===== src/rtl/apb2csb_pkg.sv =====
// Shared types and helpers for the parametrised APB3-to-CSB bridge.
// Holds the read FSM states, the default write-buffer entry and the window hit check.
package apb2csb_pkg;

  typedef enum logic [2:0] {
    ST_IDLE,
    ST_RD_DRAIN,
    ST_RD_REQ,
    ST_RD_WAIT,
    ST_RESP
  } rd_state_e;

  localparam int unsigned CSB_AW_DEF   = 16;
  localparam logic [31:0] ERR_DATA_DEF = 32'hDEAD_0BAD;

  typedef struct packed {
    logic [CSB_AW_DEF-1:0] addr;
    logic [31:0]           wdat;
  } wbuf_entry_t;

  // Word-aligned access that falls inside the power-of-2 window at base.
  function automatic logic is_hit(input logic [31:0] paddr,
                                  input logic [31:0] base,
                                  input logic [31:0] win_bytes);
    return ((paddr & ~(win_bytes - 32'd1)) == base) && (paddr[1:0] == 2'b00);
  endfunction

endpackage


===== src/rtl/apb2csb_wbuf.sv =====
// Posted-write FIFO: DEPTH entries, wrap-bit pointers, registered full/empty/count.
module apb2csb_wbuf
  import apb2csb_pkg::*;
#(
  parameter int unsigned DEPTH   = 4,
  parameter type         entry_t = wbuf_entry_t
) (
  input  logic                     clk,
  input  logic                     rst,
  input  logic                     push,
  input  entry_t                   wdata,
  input  logic                     pop,
  output entry_t                   rdata,
  output logic                     full,
  output logic                     empty,
  output logic [$clog2(DEPTH):0]   count
);
  localparam int unsigned PW       = $clog2(DEPTH);
  localparam logic [PW:0] FULL_CNT = (PW+1)'(DEPTH);

  entry_t      mem [DEPTH];
  logic [PW:0] wr_ptr, rd_ptr, count_nxt;
  logic        do_push, do_pop;

  assign do_push = push && !full;
  assign do_pop  = pop && !empty;

  always_comb begin
    count_nxt = count;
    if (do_push && !do_pop)      count_nxt = count + 1'b1;
    else if (do_pop && !do_push) count_nxt = count - 1'b1;
  end

  // Flags are registered so the APB ready path never sees csb2nvdla_ready.
  always_ff @(posedge clk) begin
    if (rst) begin
      wr_ptr <= '0;
      rd_ptr <= '0;
      count  <= '0;
      full   <= 1'b0;
      empty  <= 1'b1;
    end else begin
      if (do_push) wr_ptr <= wr_ptr + 1'b1;
      if (do_pop)  rd_ptr <= rd_ptr + 1'b1;
      count <= count_nxt;
      full  <= (count_nxt == FULL_CNT);
      empty <= (count_nxt == '0);
    end
  end

  always_ff @(posedge clk) begin
    if (do_push) mem[wr_ptr[PW-1:0]] <= wdata;
  end

  assign rdata = mem[rd_ptr[PW-1:0]];

endmodule


===== src/rtl/apb2csb_bridge_pw.sv =====
// APB3 slave to NVDLA CSB master: zero-wait posted writes through a FIFO,
// non-posted reads that drain the FIFO first and time out into pslverr.
module apb2csb_bridge_pw
  import apb2csb_pkg::*;
#(
  parameter int unsigned CSB_AW     = 16,
  parameter int unsigned WR_DEPTH   = 4,
  parameter logic [31:0] BASE_ADDR  = 32'h0000_0000,
  parameter logic [31:0] WIN_BYTES  = 32'(2**(CSB_AW+2)),
  parameter int unsigned RD_TIMEOUT = 1023,
  parameter logic [31:0] ERR_DATA   = ERR_DATA_DEF
) (
  input  logic              pclk,
  input  logic              prst,
  input  logic              psel,
  input  logic              penable,
  input  logic              pwrite,
  input  logic [31:0]       paddr,
  input  logic [31:0]       pwdata,
  output logic [31:0]       prdata,
  output logic              pready,
  output logic              pslverr,
  output logic              csb2nvdla_valid,
  input  logic              csb2nvdla_ready,
  output logic [CSB_AW-1:0] csb2nvdla_addr,
  output logic [31:0]       csb2nvdla_wdat,
  output logic              csb2nvdla_write,
  output logic              csb2nvdla_nposted,
  input  logic              nvdla2csb_valid,
  input  logic [31:0]       nvdla2csb_data,
  output logic              bridge_idle
);
  typedef struct packed {
    logic [CSB_AW-1:0] addr;
    logic [31:0]       wdat;
  } entry_t;

  localparam int unsigned TW  = (RD_TIMEOUT > 0) ? $clog2(RD_TIMEOUT + 1) : 1;
  localparam logic [TW-1:0] TMO = TW'(RD_TIMEOUT);

  rd_state_e                 state, state_nxt;
  logic                      in_idle, hit, miss, wr_hit, rd_hit, tmo_hit;
  logic                      push, pop, full, empty;
  logic [$clog2(WR_DEPTH):0] count;
  entry_t                    push_ent, head;
  logic [CSB_AW-1:0]         rd_addr;
  logic [TW-1:0]             timer;
  logic                      drop_pend, rd_err;
  logic [31:0]               rd_data;

  // New APB accesses are only decoded in IDLE; a read holds the bus until RESP.
  assign in_idle  = (state == ST_IDLE);
  assign hit      = is_hit(paddr, BASE_ADDR, WIN_BYTES);
  assign miss     = psel && penable && in_idle && !hit;
  assign wr_hit   = psel && penable && in_idle && hit && pwrite;
  assign rd_hit   = psel && penable && in_idle && hit && !pwrite;
  assign push     = wr_hit && !full;
  assign push_ent = '{addr: paddr[CSB_AW+1:2], wdat: pwdata};
  assign pop      = !empty && (state != ST_RD_REQ) && csb2nvdla_ready;
  assign tmo_hit  = (RD_TIMEOUT != 0) && (timer == TMO);

  apb2csb_wbuf #(.DEPTH(WR_DEPTH), .entry_t(entry_t)) u_wbuf (
    .clk   (pclk),
    .rst   (prst),
    .push  (push),
    .wdata (push_ent),
    .pop   (pop),
    .rdata (head),
    .full  (full),
    .empty (empty),
    .count (count)
  );

  always_comb begin
    state_nxt = state;
    case (state)
      ST_IDLE:     if (rd_hit) state_nxt = empty ? ST_RD_REQ : ST_RD_DRAIN;
      ST_RD_DRAIN: if (empty) state_nxt = ST_RD_REQ;
      ST_RD_REQ:   if (csb2nvdla_ready) state_nxt = ST_RD_WAIT;
      ST_RD_WAIT:  if ((nvdla2csb_valid && !drop_pend) || tmo_hit) state_nxt = ST_RESP;
      ST_RESP:     state_nxt = ST_IDLE;
      default:     state_nxt = ST_IDLE;
    endcase
  end

  always_ff @(posedge pclk) begin
    if (prst) begin
      state     <= ST_IDLE;
      rd_addr   <= '0;
      timer     <= '0;
      drop_pend <= 1'b0;
      rd_err    <= 1'b0;
      rd_data   <= '0;
    end else begin
      state <= state_nxt;
      if (rd_hit) rd_addr <= paddr[CSB_AW+1:2];
      timer <= (state == ST_RD_WAIT) ? timer + 1'b1 : '0;
      // A stale response owed to a timed-out read is swallowed wherever it lands.
      if (nvdla2csb_valid && drop_pend) drop_pend <= 1'b0;
      if (state == ST_RD_WAIT) begin
        if (nvdla2csb_valid && !drop_pend) begin
          rd_data <= nvdla2csb_data;
          rd_err  <= 1'b0;
        end else if (tmo_hit) begin
          rd_data   <= ERR_DATA;
          rd_err    <= 1'b1;
          drop_pend <= 1'b1;
        end
      end
      if (miss) rd_data <= ERR_DATA;
    end
  end

  always_comb begin
    pready  = 1'b0;
    pslverr = 1'b0;
    prdata  = rd_data;
    if (state == ST_RESP) begin
      pready  = 1'b1;
      pslverr = rd_err;
    end else if (miss) begin
      pready  = 1'b1;
      pslverr = 1'b1;
      prdata  = ERR_DATA;
    end else if (wr_hit) begin
      pready  = !full;
    end
  end

  always_comb begin
    csb2nvdla_valid = 1'b0;
    csb2nvdla_addr  = '0;
    csb2nvdla_wdat  = '0;
    csb2nvdla_write = 1'b0;
    if (state == ST_RD_REQ) begin
      csb2nvdla_valid = 1'b1;
      csb2nvdla_addr  = rd_addr;
    end else if (!empty) begin
      csb2nvdla_valid = 1'b1;
      csb2nvdla_write = 1'b1;
      csb2nvdla_addr  = head.addr;
      csb2nvdla_wdat  = head.wdat;
    end
  end

  assign csb2nvdla_nposted = 1'b0;
  assign bridge_idle       = (count == '0) && in_idle;

endmodule

===== config.mk =====
export PLATFORM = sky130hd
export DESIGN_NAME = apb2csb_bridge_pw
export DESIGN_NICKNAME = d
export VERILOG_FILES = /design/src/rtl/apb2csb_pkg.sv /design/src/rtl/apb2csb_wbuf.sv /design/src/rtl/apb2csb_bridge_pw.sv
export SDC_FILE = /design/constraint.sdc
export NUM_CORES = 1
export LEC_CHECK = 0
export ABC_AREA = 1
export CAP_MARGIN = 20
export CORE_MARGIN = 2
export CORE_UTILIZATION = 55
export DETAILED_ROUTE_END_ITERATION = 8
export GPL_TIMING_DRIVEN = 0
export PLACE_DENSITY = 0.83
export SYNTH_ARGS = -nofsm -noshare
export SYNTH_HDL_FRONTEND = slang
export SYNTH_SLANG_ARGS = --single-unit

===== constraint.sdc =====
create_clock -name pclk -period 11.7 [get_ports pclk]
set_clock_uncertainty 0.1 [all_clocks]
set_input_delay 2.34 -clock pclk [delete_from_list [all_inputs] [get_ports pclk]]
set_output_delay 2.34 -clock pclk [all_outputs]
set_load 0.03 [all_outputs]

; ---- Word-level counts from Yosys, hierarchy flattened
; Memories as Yosys holds them, arrays and structs flattened. A register that Yosys moved wholly into a read port is not among the register bits.
; Cells that the tools add are included.
[totals]
reg_bits = 74
mem_bits_rw = 192
in_bits = 103
out_inout_bits = 86
wordCells = 104
n_memories = 1
[classes]
n_addsub = 5
n_eq_ne = 11
muxes = 36
n_bitwise = 1
reduce_logical = 38
[memory_table]
columns = name, depth, word_bits, read_ports, rd_ports_with_merged_regs, write_ports, line
row1 = u_wbuf.mem, 4, 48, 1, 1, 1, apb2csb_wbuf.sv:21  ; entry_t mem [DEPTH];
[op_table]
columns = op, n
row1 = $mux 32, 8
row2 = $logic_not 32->1, 1
row3 = $mux 16, 2
row4 = $mux 3, 6
row5 = $logic_and 1x1->1, 17
row6 = $mux 1, 16
row7 = $pmux 3 s4, 1
row8 = $add 10x1->10 const B, 1
row9 = $eq 10x10->1 const B, 1
row10 = $add 3x1->3 const B, 3
row11 = $logic_not 3->1, 3
row12 = $logic_not 1->1, 7
row13 = $eq 3x2->1 const B, 2
row14 = $eq 3x3->1 const B, 2
row15 = $mux 2, 3
row16 = $ne 2x1->1 const B, 2
row17 = $ne 2x2->1 const B, 2
row18 = $reduce_and 2->1, 2
row19 = $reduce_and 4->1, 1
row20 = $reduce_bool 2->1, 2
row21 = $reduce_or 2->1, 2
row22 = $eq 3x1->1 const B, 1
row23 = $ne 3x2->1 const B, 1
row24 = $reduce_bool 3->1, 1
row25 = 4 further kinds, 4

; ---- Longest topological paths before layout
; Gate-level depths: netlist of run 1.
[logic_depth]
ltp_word = 11
mapped_depth = 13
ltp_nobuf = 13

; ---- Cells and area by module
; From an unflattened synthesis of run 1, not the netlist that was laid out.
[unflattened]
cells_unflattened = 1063
area_unflattened_um2 = 11358.4
[by_module_without_submodules]
columns = module, instances, cells_per_inst, area_each_um2, seq_area_each_um2
row1 = apb2csb_wbuf, 1, 544, 7723.7, 5985.7
row2 = apb2csb_bridge_pw, 1, 519, 3634.7, 1261.2

; ---- Worst setup path after synthesis of run 1
; Ideal clock, no wire load.
[synth_path]
path_type = input port to output port
from = in paddr[29]
to = out prdata[10]
t_arrival_ps = 3507
required_time_ps = 9260
path_slack_ps = 5753
stages = 8
path_buffers = 1
cell_sequence = nor2_1 -> nand2_1 -> nor2_1 -> nand2_1 -> nand2_2 -> inv_2 -> clkbuf_1 -> nor2_1
[synth_between]
elab_chain_len = 6
[synth_rtl]
columns = item, line
row1 = "start, declared", apb2csb_bridge_pw.sv:18  ; input logic [31:0] paddr,
row2 = $logic_not 32->1, apb2csb_pkg.sv:25  ; return ((paddr & ~(win_bytes - 32'd1)) == base) && (paddr[1:0] == 2'b00);
row3 = $logic_and 1x1->1, apb2csb_pkg.sv:25
row4 = $logic_not 1->1, apb2csb_bridge_pw.sv:54  ; assign miss = psel && penable && in_idle && !hit;
row5 = $logic_and 1x1->1, apb2csb_bridge_pw.sv:54
row6 = $mux 32, apb2csb_bridge_pw.sv:121  ; end else if (miss) begin
row7 = $mux 32, apb2csb_bridge_pw.sv:118  ; if (state == ST_RESP) begin
row8 = "end, declared", apb2csb_bridge_pw.sv:20  ; output logic [31:0] prdata,
; Every way passes these cells.

; ---- Worst setup path after layout of run 1
[layout_path]
from = in paddr[25]
to = out prdata[25]
; The elaborated chain is that of the path after synthesis.

==> impl_metrics.tcl, run 1 <==
set metrics [dict create \
    synthMuxAreaShare_pct 0 \
    drt_pass1_iterations 5 \
    yosys.area_share.simple_pct 14.7 \
    cp_max_fo 10 \
    swShare_pct 29.0 \
    drt_iter0_markers 581 \
    clock_sinks 266 \
    period_minus_slack_ns 7.04 \
    drive_gt1_share_pct 8.54 \
    fin_util_pct 72.1 \
    antenna_found_initial 0 \
    slew_viol_final 0 \
    seqPwrFrac_pct 42.7 \
    antenna_left 0 \
    layout_common_cells "nor2_1 (235), edfxtp_1 (192), clkdlybuf4s50_1 (186)" \
    r2r_start "state[1]$_SDFFE_PP0P_" \
    hp-start "timer[0]$_SDFF_PP0_" \
    status "completed" \
    tritoncts "yes" \
    vias_per_cell 5.39 \
    syn_area_per_cell_sq_um 10.5 \
    drt_wl_total_mm 26.3 \
    synth.distinct_cells 40 \
    place.gp.congestion 0.825 \
    clk_latency_ns 0.52 \
    synth-xor-area-share_pct 0.243 \
    start_kind "primary input" \
    stdcell_area_sq_um 14000 \
    start_util_pct 55.8 \
    rows 51 \
    io_pins 189 \
    placed_cell_area_sq_um 13100 \
    final_common_cell "nor2_1" \
    die_w_um 144 \
    cts_buffers 27 \
    p_int_w 0.00171 \
    p_comb_share_pct 23.6 \
    track_usage_pct 24.4 \
    core-area_sq_um 19400 \
    htree_levels 1 \
    crit_start "paddr[25]" \
    synth.yosys.seq_area_share_pct 66.9 \
    grt_pass1_wl_mm 39.6 \
    port_buffers 186 \
    grt_max_degree 29 \
    ctsResizeCount 0 \
    hold_buffers 0 \
    drc_errors 0 \
    cts_max_path_buffers 3 \
    crit_type "primary input to primary output" \
    nets 1357 \
    rsz0062_at_grt "no" \
    ys_ff_latch 266 \
    synth_top_family_by_area "simple AND/OR/NAND/NOR gates" \
    postCtsSetupBuffers 0 \
    p_clk_share_pct 33.7 \
    power_density_nw_per_um2 172 \
    synthCells 1027 \
    worst_pin_slew_ns 1.04 \
    slew-limit-headroom_pct 30.3 \
    dieHeight_um 144 \
    critPathRequiredTime_ns 9.26 \
    switching_power_w 0.000699 \
    area_delta_synth_final_pct 29.2 \
    hold_path.class "flip-flop to flip-flop" \
    hpwl_mm 17.3 \
    synth.cell_area_sq_um 10800 \
    overflow 0 \
    final.setup.tns_ns 0 \
    wl_per_cell_um 17.2 \
    placedCellCount 1482 \
    die_area_sq_um 20800 \
    grt_pass1_vias 8177 \
    max_freq_mhz 142 \
    fin_crit_sh_pct 60.2 \
    end_kind "primary output" \
    yosys.area_share.adder_pct 0.925 \
    synthesis.nets 1138 \
    worstPathArrival_ns 4.60 \
    setup_viol 0 \
    max-cap-violations 0 \
    finalHoldViolations 0 \
    clk_pin_slew_worst_paths_ns 0.06 \
    root_buffer "clkbuf_16" \
    vias 8242 \
    irDropWorstVdd_mv 0.123 \
    yosys_warnings 0 \
    p_leak_nw 5.01 \
    synth_compound_gate_area_share_pct 12.3 \
    fin_cells 1530 \
    diodes 0 \
]
==> through the flow <==
step	setup WS, ns	hold WS (ns)	power, W
after CTS	4.61	0.362	0.00242
after global routing	4.43	0.377	0.00250
final	4.66	0.354	0.00241
after detailed placement	4.62	0.352	0.00161
after floorplan	5.75	0.318	0.00138
after global placement	4.15	0.329	0.00160
==> worst paths after layout <==
path,end,slack (ns),depth (start not counted)
worst min register to register,timer[0]$_SDFF_PP0_,0.35,1
worst max-delay path,prdata[25],4.66,10
worst max register to register,u_wbuf.mem[0][24]$_DFFE_PP_,8.97,7
worst min-delay path,timer[0]$_SDFF_PP0_,0.35,1
==> Yosys cell counts <==
cell        n  area share [%]
a211oi_1    1           0.069
a21oi_1    64             3.0
a22o_1     16             1.3
a31oi_1     5            0.29
and3_1      2            0.12
buf_1       2           0.069
buf_2       7            0.32
buf_4       4            0.28
buf_6       1            0.10
clkbuf_1   40             1.4
conb_1      1           0.035
dfxtp_1    74              14
edfxtp_1  192              53
ha_1        8            0.92
inv_1      66             2.3
inv_2      11            0.38
inv_4       1           0.058
nand2_1    77             2.7
nand2_2     5            0.29
nand2_4     1            0.10
nand3_1    12            0.55
nand3_2     2            0.18
nand3b_1    4            0.28
nand4_1     1           0.058
nand4_2     1            0.12
nor2_1    239             8.3
nor2_2      4            0.23
nor2_4      2            0.21
nor2_8      1            0.18
nor3_1      3            0.14
nor3b_1     2            0.14
nor4_1      1           0.058
o211ai_1   11            0.76
o21a_1      2            0.14
o21ai_0   124             5.7
o21ai_1     2           0.092
o22ai_1    16            0.92
or2_2      19             1.1
xnor2_1     1           0.081
xor2_1      2            0.16
==> flip-flops by register name, indices dropped and copies added, names as in the netlist, named ones only <==
register       cells
state              3
u_wbuf.wr_ptr      2
rd_data           32
u_wbuf.count       3
rd_err             1
rd_addr           16
u_wbuf.rd_ptr      2
timer             10
u_wbuf.full        1
u_wbuf.empty       1
u_wbuf.mem       192
drop_pend          1
==> cells by family after synthesis <==
kind of cell | Yosys count
buf+inv | 132
fa+ha+maj | 8
xor+xnor | 3
compound gates | 241
flops | 266
simple gates | 376
other cells | 1
==> layer usage <==
layer	GRT usage, %	vias to the layer above	share of wire [%]
li1	-	3941	-
met1	29.4	3893	39
met2	43.6	362	50
met3	5.43	46	9.3
met4	8.18	0	2.1
met5	0	-	0
==> power groups by stage <==
stage               Clock (W)  Sequential [W]  Combinational (W)
floorplan                   0         0.00105           0.000327
global placement            0         0.00105           0.000553
detailed placement          0         0.00105           0.000563
CTS                  0.000821         0.00103           0.000567
global route         0.000858         0.00103           0.000607
finish               0.000813         0.00103           0.000569
==> final cells by class <==
| cell class | count | area, sq um |
|---|---|---|
| Clock buffer | 40 | 812 |
| Sequential cell | 266 | 7250 |
| Timing Repair Buffer | 190 | 1950 |
| Tap cell | 265 | 332 |
| Buffer | 54 | 234 |
| Multi-Input combinational cell | 629 | 3080 |
| Fill cell | 1360 | 5410 |
| Clock inverter | 8 | 40.0 |
| Inverter | 78 | 295 |
==> worst max-delay path, cell delays in order <==
cell	delay, ns
clkdlybuf4s50_1	0.40
nor2_1	0.10
nand2_1	0.05
nor2_1	0.18
nand2_1	0.15
nand2_2	0.17
inv_2	0.08
clkbuf_1	0.20
or2_2	0.31
clkdlybuf4s50_1	0.61
Power figures use the tool's default switching activity.
==> run 2: changes to the inputs <==
CORE_UTILIZATION = 53   (was 55)
PLACE_DENSITY = 0.8   (was 0.83)
clock period = 7.1 ns   (was 11.7 ns; I/O delays follow)
==> impl_metrics.tcl, run 2 (synthesized netlist as in run 1, its figures left out) <==
set metrics [dict create \
    fin_util_pct 69.4 \
    ctsResizeCount 0 \
    max-cap-violations 0 \
    final.setup.tns_ns 0 \
    port_buffers 186 \
    cts_max_path_buffers 3 \
    hold_path.class "flip-flop to flip-flop" \
    cts_buffers 26 \
    grt_max_degree 30 \
    hold_buffers 0 \
    reg2regPathDepth 7 \
    irDropWorstVdd_mv 0.144 \
    setup_viol 0 \
    drt_pass1_iterations 5 \
    grt_util_met3_pct 5.06 \
    tritoncts "yes" \
    hold_path_depth 1 \
    total_power_w 0.00394 \
    critPathRequiredTime_ns 5.58 \
    drt_iter0_markers 600 \
    drt_wl_total_mm 26.0 \
    worstPathArrival_ns 3.68 \
    slew-limit-headroom_pct 40.6 \
    hp-start "timer[0]$_SDFF_PP0_" \
    track_usage_pct 23.7 \
    fill_cells 1451 \
    antenna_found_initial 0 \
    largest_reg_flops 192 \
    clk_pin_slew_worst_paths_ns 0.06 \
    max_freq_mhz 192 \
    period_minus_slack_ns 5.20 \
    placed_cell_area_sq_um 13200 \
    worst_pin_slew_ns 0.889 \
    status "completed" \
    clk_latency_ns 0.52 \
    root_buffer "clkbuf_16" \
    vias 8223 \
    htree_levels 1 \
    antenna_left 0 \
    p_leak_nw 5.01 \
    slew_viol_final 0 \
    postCtsSetupBuffers 0 \
    area_delta_synth_final_pct 29.3 \
    r2r_start "state[1]$_SDFFE_PP0P_" \
    fin_crit_sh_pct 73.3 \
    rr_endpoint "u_wbuf.mem[0][30]$_DFFE_PP_" \
    rows 52 \
    hold_end "timer[0]$_SDFF_PP0_" \
    vias_per_cell 5.35 \
    gr-usage-met1_pct 30.1 \
    nets 1357 \
    stdcell_area_sq_um 14000 \
    grt_use_met2_pct 41.2 \
    overflow 0 \
    start_kind "primary input" \
    place.gp.congestion 0.803 \
    dieHeight_um 147 \
    drive_gt1_share_pct 8.46 \
    die_w_um 147 \
    core-area_sq_um 20200 \
    grt_pass1_vias 8178 \
    start_util_pct 53.7 \
    cp_max_fo 10 \
    clock_sinks 266 \
    grt_pass1_wl_mm 40.7 \
    final_common_cell "nor2_1" \
    crit_type "primary input to primary output" \
    busiest_layer "met2" \
    end_kind "primary output" \
    reg2reg_slack_ns 4.47 \
    layout_common_cells "nor2_1 (235), edfxtp_1 (192), clkdlybuf4s50_1 (186)" \
    rsz0062_at_grt "no" \
    wl_per_cell_um 16.9 \
    hpwl_mm 17.2 \
    power_density_nw_per_um2 281 \
    io_pins 189 \
    die_area_sq_um 21600 \
    drc_errors 0 \
    finalHoldViolations 0 \
]
[run 2: routing by layer]
layer	wire (um)	share of wire (%)
met2	12700	49
met5	0	0
met4	537	2.1
met1	10300	40
met3	2460	9.5
[run 2: critical path, cell delays in order]
cell and delay, ns:
clkdlybuf4s50_1 0.43, nor2_1 0.12, nand2_1 0.06, nor2_1 0.14
nand2_1 0.14, nand2_2 0.17, inv_2 0.08, clkbuf_1 0.24
nor2_1 0.19, clkdlybuf4s50_1 0.70
[run 2: how the worst max path moves through the flow]
stage / from / end / slack, ns / cells past startpoint
2_1_floorplan: paddr[29] / u_wbuf.mem[0][0]$_DFFE_PP_ / 2.53 / 6
3_3_place_gp: paddr[25] / u_wbuf.mem[0][23]$_DFFE_PP_ / 0.47 / 7
3_5_place_dp: paddr[19] / prdata[15] / 1.89 / 10
4_1_cts: paddr[19] / prdata[15] / 1.87 / 10
5_1_grt: paddr[1] / prdata[23] / 1.73 / 10
6_report: paddr[19] / prdata[15] / 1.90 / 10
[run 2: per-stage QoR]
step                std cells  hold WS, ns  setup slack, ns
floorplan                1027        0.318             2.53
global placement         1483        0.330            0.470
detailed placement       1488        0.344             1.89
CTS                      1535        0.357             1.87
global route             1535        0.380             1.73
finish                   1537        0.353             1.90
[run 2: power by group]
group	switching, W	leakage, nW	internal [W]
Clock	0.000544	0.406	0.000759
Combinational	0.000584	2.28	0.000354
Sequential	0.0000163	2.33	0.00168
[run 2: cell type report]
| class | instances | area [sq um] | area share, % |
|---|---|---|---|
| Buffer | 54 | 234 | 1.67 |
| Inverter | 78 | 295 | 2.11 |
| Multi-Input combinational cell | 629 | 3080 | 22.0 |
| Clock buffer | 41 | 790 | 5.64 |
| Tap cell | 270 | 338 | 2.41 |
| Timing Repair Buffer | 191 | 1980 | 14.1 |
| Sequential cell | 266 | 7250 | 51.8 |
| Clock inverter | 6 | 31.3 | 0.223 |
| Antenna cell | 2 | 5.00 | 0.0358 |
